### config.mk
export PLATFORM = sky130hd
export DESIGN_NAME = steering_phase_generator
export DESIGN_NICKNAME = d
export VERILOG_FILES = /design/src/rtl/steering_phase_generator.sv
export SDC_FILE = /design/constraint.sdc
export NUM_CORES = 1
export LEC_CHECK = 0
export BUFFER_PORTS_ARGS = -buffer_cell sky130_fd_sc_hd__buf_2
export CAP_MARGIN = 20
export CELL_PAD_IN_SITES_DETAIL_PLACEMENT = 0
export CELL_PAD_IN_SITES_GLOBAL_PLACEMENT = 1
export CORE_ASPECT_RATIO = 0.8
export CORE_MARGIN = 4
export CORE_UTILIZATION = 45
export DETAILED_ROUTE_END_ITERATION = 8
export GPL_ROUTABILITY_DRIVEN = 0
export GPL_TIMING_DRIVEN = 0
export PLACE_DENSITY = 0.76
export SLEW_MARGIN = 20
export SYNTH_ARGS = -nofsm -noshare
export SYNTH_HDL_FRONTEND = slang
export SYNTH_SLANG_ARGS = --single-unit
### constraint.sdc
create_clock -name clk_in -period 5.45 [get_ports clk_in]
set_input_delay 1.09 -clock clk_in [delete_from_list [all_inputs] [get_ports clk_in]]
set_output_delay 1.09 -clock clk_in [all_outputs]
set_load 0.005 [all_outputs]
### src/rtl/steering_phase_generator.sv
// Steering phase generator: sweeps all frequency bins for one direction vector and
// emits the wrapped expected phase of each peripheral mic via incremental accumulation.
module steering_phase_generator #(
    parameter int unsigned N_BINS    = 512,
    parameter logic [15:0] STEP_GAIN = 16'h1000
) (
    input  logic                        clk_in,
    input  logic                        rst_in,
    input  logic [31:0]                 dir_in,
    input  logic                        dir_valid_in,
    output logic                        dir_ready_out,
    output logic [2:0][15:0]            phases_out,
    output logic [$clog2(N_BINS)-1:0]   bin_out,
    output logic                        valid_out,
    input  logic                        ready_in,
    output logic                        last_out,
    output logic                        busy_out
);

    localparam int unsigned BIN_W = $clog2(N_BINS);
    localparam logic [BIN_W-1:0] LAST_BIN = BIN_W'(N_BINS - 1);
    localparam logic signed [15:0] PI_Q   = 16'sh6488;
    localparam logic signed [16:0] TWO_PI = 17'sd51472;
    localparam logic signed [16:0] GAIN_S = $signed({1'b0, STEP_GAIN});

    typedef enum logic [1:0] {
        IDLE  = 2'd0,
        PREP  = 2'd1,
        SWEEP = 2'd2
    } state_t;

    state_t             state_q, state_nxt;
    logic               accept_c, fire_c, done_c;
    logic [BIN_W-1:0]   bin_nxt;
    logic [31:0]        dir_q;
    logic [2:0][15:0]   step_q;
    logic signed [17:0] dx, dy;
    logic signed [17:0] proj [3];

    // Per-bin phase step for one projection, saturated to +-pi
    function automatic logic [15:0] calc_step(input logic signed [17:0] d);
        logic signed [34:0] prod;
        prod = 35'(d) * 35'(GAIN_S);
        prod = prod >>> 11;
        if (prod > 35'sd25736)
            return PI_Q;
        else if (prod < -35'sd25736)
            return -PI_Q;
        return prod[15:0];
    endfunction

    // One accumulation step with a single 2*pi correction back into [-pi, pi]
    function automatic logic [15:0] wrap_add(input logic [15:0] a, input logic [15:0] s);
        logic signed [16:0] t;
        t = 17'($signed(a)) + 17'($signed(s));
        if (t > 17'sd25736)
            t = t - TWO_PI;
        else if (t < -17'sd25736)
            t = t + TWO_PI;
        return t[15:0];
    endfunction

    always_comb begin
        dx      = 18'($signed(dir_q[31:16]));
        dy      = 18'($signed(dir_q[15:0]));
        proj[0] = dy;
        proj[1] = -dx - dy;
        proj[2] = dx - dy;
    end

    always_ff @(posedge clk_in or posedge rst_in) begin
        if (rst_in) state_q <= IDLE;
        else        state_q <= state_nxt;
    end

    always_comb begin
        state_nxt = state_q;
        accept_c  = 1'b0;
        fire_c    = 1'b0;
        done_c    = 1'b0;
        bin_nxt   = bin_out;
        case (state_q)
            IDLE: begin
                if (dir_valid_in) begin
                    accept_c  = 1'b1;
                    state_nxt = PREP;
                end
            end
            PREP: begin
                bin_nxt   = '0;
                state_nxt = SWEEP;
            end
            SWEEP: begin
                if (ready_in) begin
                    fire_c = 1'b1;
                    if (bin_out == LAST_BIN) begin
                        done_c    = 1'b1;
                        state_nxt = IDLE;
                    end else begin
                        bin_nxt = bin_out + BIN_W'(1);
                    end
                end
            end
            default: state_nxt = IDLE;
        endcase
    end

    // Handshake flags are registered from the next state so they align with bin_out
    always_ff @(posedge clk_in or posedge rst_in) begin
        if (rst_in) begin
            dir_ready_out <= 1'b1;
            busy_out      <= 1'b0;
            valid_out     <= 1'b0;
            last_out      <= 1'b0;
        end else begin
            dir_ready_out <= (state_nxt == IDLE);
            busy_out      <= (state_nxt != IDLE);
            valid_out     <= (state_nxt == SWEEP);
            last_out      <= (state_nxt == SWEEP) && (bin_nxt == LAST_BIN);
        end
    end

    always_ff @(posedge clk_in or posedge rst_in) begin
        if (rst_in) begin
            dir_q      <= '0;
            step_q     <= '0;
            phases_out <= '0;
            bin_out    <= '0;
        end else begin
            bin_out <= bin_nxt;
            if (accept_c)
                dir_q <= dir_in;
            if (state_q == PREP) begin
                for (int i = 0; i < 3; i++)
                    step_q[i] <= calc_step(proj[i]);
                phases_out <= '0;
            end
            if (fire_c && !done_c) begin
                for (int i = 0; i < 3; i++)
                    phases_out[i] <= wrap_add(phases_out[i], step_q[i]);
            end
        end
    end

endmodule

==> flow_summary.toml <==
[status]
status = "finished, final reports clean"

[setup_path]
startpoint_type = "flop"
crit_chain = "ha_1 > fa_1 > a211oi_1 > o21ai_0 > nand2_1 > o311ai_0 > or3_1 > a2bb2oi_1 > o311ai_1 > buf_4 > o22ai_1 > xnor2_1 > o21ai_0"
crit_family = "compound AO/OA/AOI/OAI gates"
arrival_ps = 4690
critical_path_peak_fanout = 10
end_kind = "flop"
path_buf_inv = 1
crit_top_cell = "o21ai_0"
crit_required_ps = 5750
cp_slowest_stage_delay_ps = 630
criticalPathCategory = "flop to flop"
critPathSlowestCell = "o311ai_1"

[floorplanning]
placementRows = 52
fp.dieW_um = 190
die_h_um = 153
dieArea_um2 = 29100
ioPinCount = 97
initial_core_util = 0.463
core_area_um2 = 25700

[clocking]
cts.sinks = 137
htree_num_levels = 4
postCtsSetupBuffers = 0
cts_buffer_depth = 2
clock_latency_ps = 440
cts_resized = 0
cts_tree = "done"
clk_pin_slew_ps = 70
cts_hold_buf = 0
root_buffer = "clkbuf_16"
cts_buffers = 17

[timing]
period_share = 0.806
skew_ps = 11.9
fin_crit_ps = 4390
hold_viol_final = 0
rsz0062_at_grt = "false"
worstMarginPinSlew_ps = 1090
holdWs_ps = 508
max_clock_freq_ghz = 0.228
setup_viol = 0
drv_slew = 0
final.setup.worst_slack_ps = 1060
maxSlewHeadroom = 0.274

[flow_run]
drv_cap = 0

[drt]
routed_wl_um = 35000
post_drt_wl_per_cell_um = 19.1
ant_nets = 0
dr.pass1.iters = 7
drt_iter0_drc = 816
vias = 10600
vias_per_cell = 5.81
drc = 0

[layout]
nets = 1613
diodes = 0
syn_to_final_growth_pct = 12.9
num-fill-cells = 2455
layout-drive-gt1-share = 0.154

[grt]
antenna_found_initial = 0
grt_pass1_vias = 9659
grt_use_total = 0.237
overflow = 0
grt_start_max_net_pins = 85
grt_pass1_wl_um = 55000

[yosys]
ys_seq_area_frac = 0.288
netlist_area_um2 = 11900
ys_ff_latch = 137
yosysWarnings = 0
ys.flop_type = "dfrtp_1"
postSynthAreaPerCell_um2 = 8.81
ys_async_sr_fraction = 1.00
synth-edff-count = 0
synth_cells = 1352
synth.distinct_cells = 101

[placement]
dp_hpwl_um = 27600
port_buffers = 93
dp_slack_ps = 1270

[hold_path]
hold_class = "flop to flop"
## registers in the layout, summed over array words and instances (netlist names)
register,count
dir_q,32
phases_out,45
valid_out,1
last_out,1
bin_out,9
dir_ready_out,1
state_q,2
step_q,45
busy_out,1
## cells in the final DEF (no fill, tap or decap), drive strengths merged, types with 7 or more instances in the layout
cell type	synthesis	routed
a21o	25	25
xor2	31	31
nand3	31	31
nand2b	20	20
and2	7	7
nand4	7	7
nor2b	20	20
o21bai	13	13
nand2	98	98
and3	13	13
nor2	81	81
inv	106	114
dfrtp	136	136
a211oi	14	14
xnor2	61	61
a22oi	7	7
o22ai	32	32
o311ai	13	13
a21oi	63	63
nor3	36	36
o21a	13	13
o21ai	98	98
buf	19	113
nand3b	25	25
mux2	42	42
o31ai	17	17
a31oi	18	18
clkbuf	31	48
ha	105	105
a31o	8	8
o211a	7	7
or3	9	9
o211ai	20	20
## through the flow
step / instances / util / setup TNS [ps] / cell area (um^2)
after detailed placement: 1799 / 0.500 / 0 / 12900
after global routing: 1831 / 0.523 / 0 / 13400
after CTS: 1831 / 0.523 / 0 / 13400
after global placement: 1798 / 0.499 / -153590 / 12800
after floorplan: 1354 / - / 0 / 11900
final: 1831 / 0.523 / 0 / 13400
## cell families after synthesis
family | share of synthesized area
mux | 0.0448
flops | 0.288
fa+ha+maj | 0.120
other cells | 0.000315
simple gates | 0.159
compound gates | 0.264
buf+inv | 0.0551
xor+xnor | 0.0683
## Yosys cell counts (13+ instances only)
| cell | n | area [um^2] |
|---|---|---|
| a21o_1 | 23 | 173 |
| a21oi_1 | 61 | 305 |
| a31oi_1 | 17 | 106 |
| and3_1 | 13 | 81.3 |
| clkbuf_1 | 31 | 116 |
| dfrtp_1 | 136 | 3400 |
| ha_1 | 105 | 1310 |
| inv_1 | 106 | 398 |
| mux2_2 | 42 | 473 |
| nand2_1 | 98 | 368 |
| nand2b_1 | 20 | 125 |
| nand3_1 | 31 | 155 |
| nand3b_1 | 25 | 188 |
| nor2_1 | 81 | 304 |
| nor2b_1 | 20 | 125 |
| nor3_1 | 34 | 170 |
| o211ai_1 | 20 | 150 |
| o21a_1 | 13 | 97.6 |
| o21ai_0 | 86 | 430 |
| o22ai_1 | 32 | 200 |
| o31ai_1 | 16 | 120 |
| xnor2_1 | 61 | 534 |
| xor2_1 | 30 | 263 |
## area by class of cell
cell class,instances,area [um^2],area share
Multi-Input combinational cell,1060,7830,0.583
Sequential cell,137,3430,0.255
Timing Repair Buffer,94,493,0.0367
Tap cell,351,439,0.0327
Clock inverter,15,159,0.0118
Inverter,107,409,0.0304
Clock buffer,17,425,0.0317
Buffer,50,254,0.0189
## per-layer routing
metal | routed length (um) | up-vias | global-route usage
li1 | - | 5226 | -
met5 | 0 | - | 0
met1 | 17900 | 5012 | 0.381
met3 | 2680 | 28 | 0.0494
met2 | 13900 | 374 | 0.318
met4 | 578 | 0 | 0.0565
## worst paths after layout
kind                            cells past startpoint             end      start  slack (ps)
worst max-delay path                               13   phases_out[9]  step_q[1]        1060
min in group asynchronous                           2        busy_out     rst_in         670
worst min register to register                      1       dir_q[16]  dir_q[16]         510
worst max register to register                     13   phases_out[9]  step_q[1]        1060
worst min-delay path                                1       dir_q[16]  dir_q[16]         510
max in group asynchronous                           3  phases_out[22]     rst_in        4020
Power is left out: the tool's default activity adds up to more than one toggle a clock period on the data nets, which glitch-free logic cannot reach.
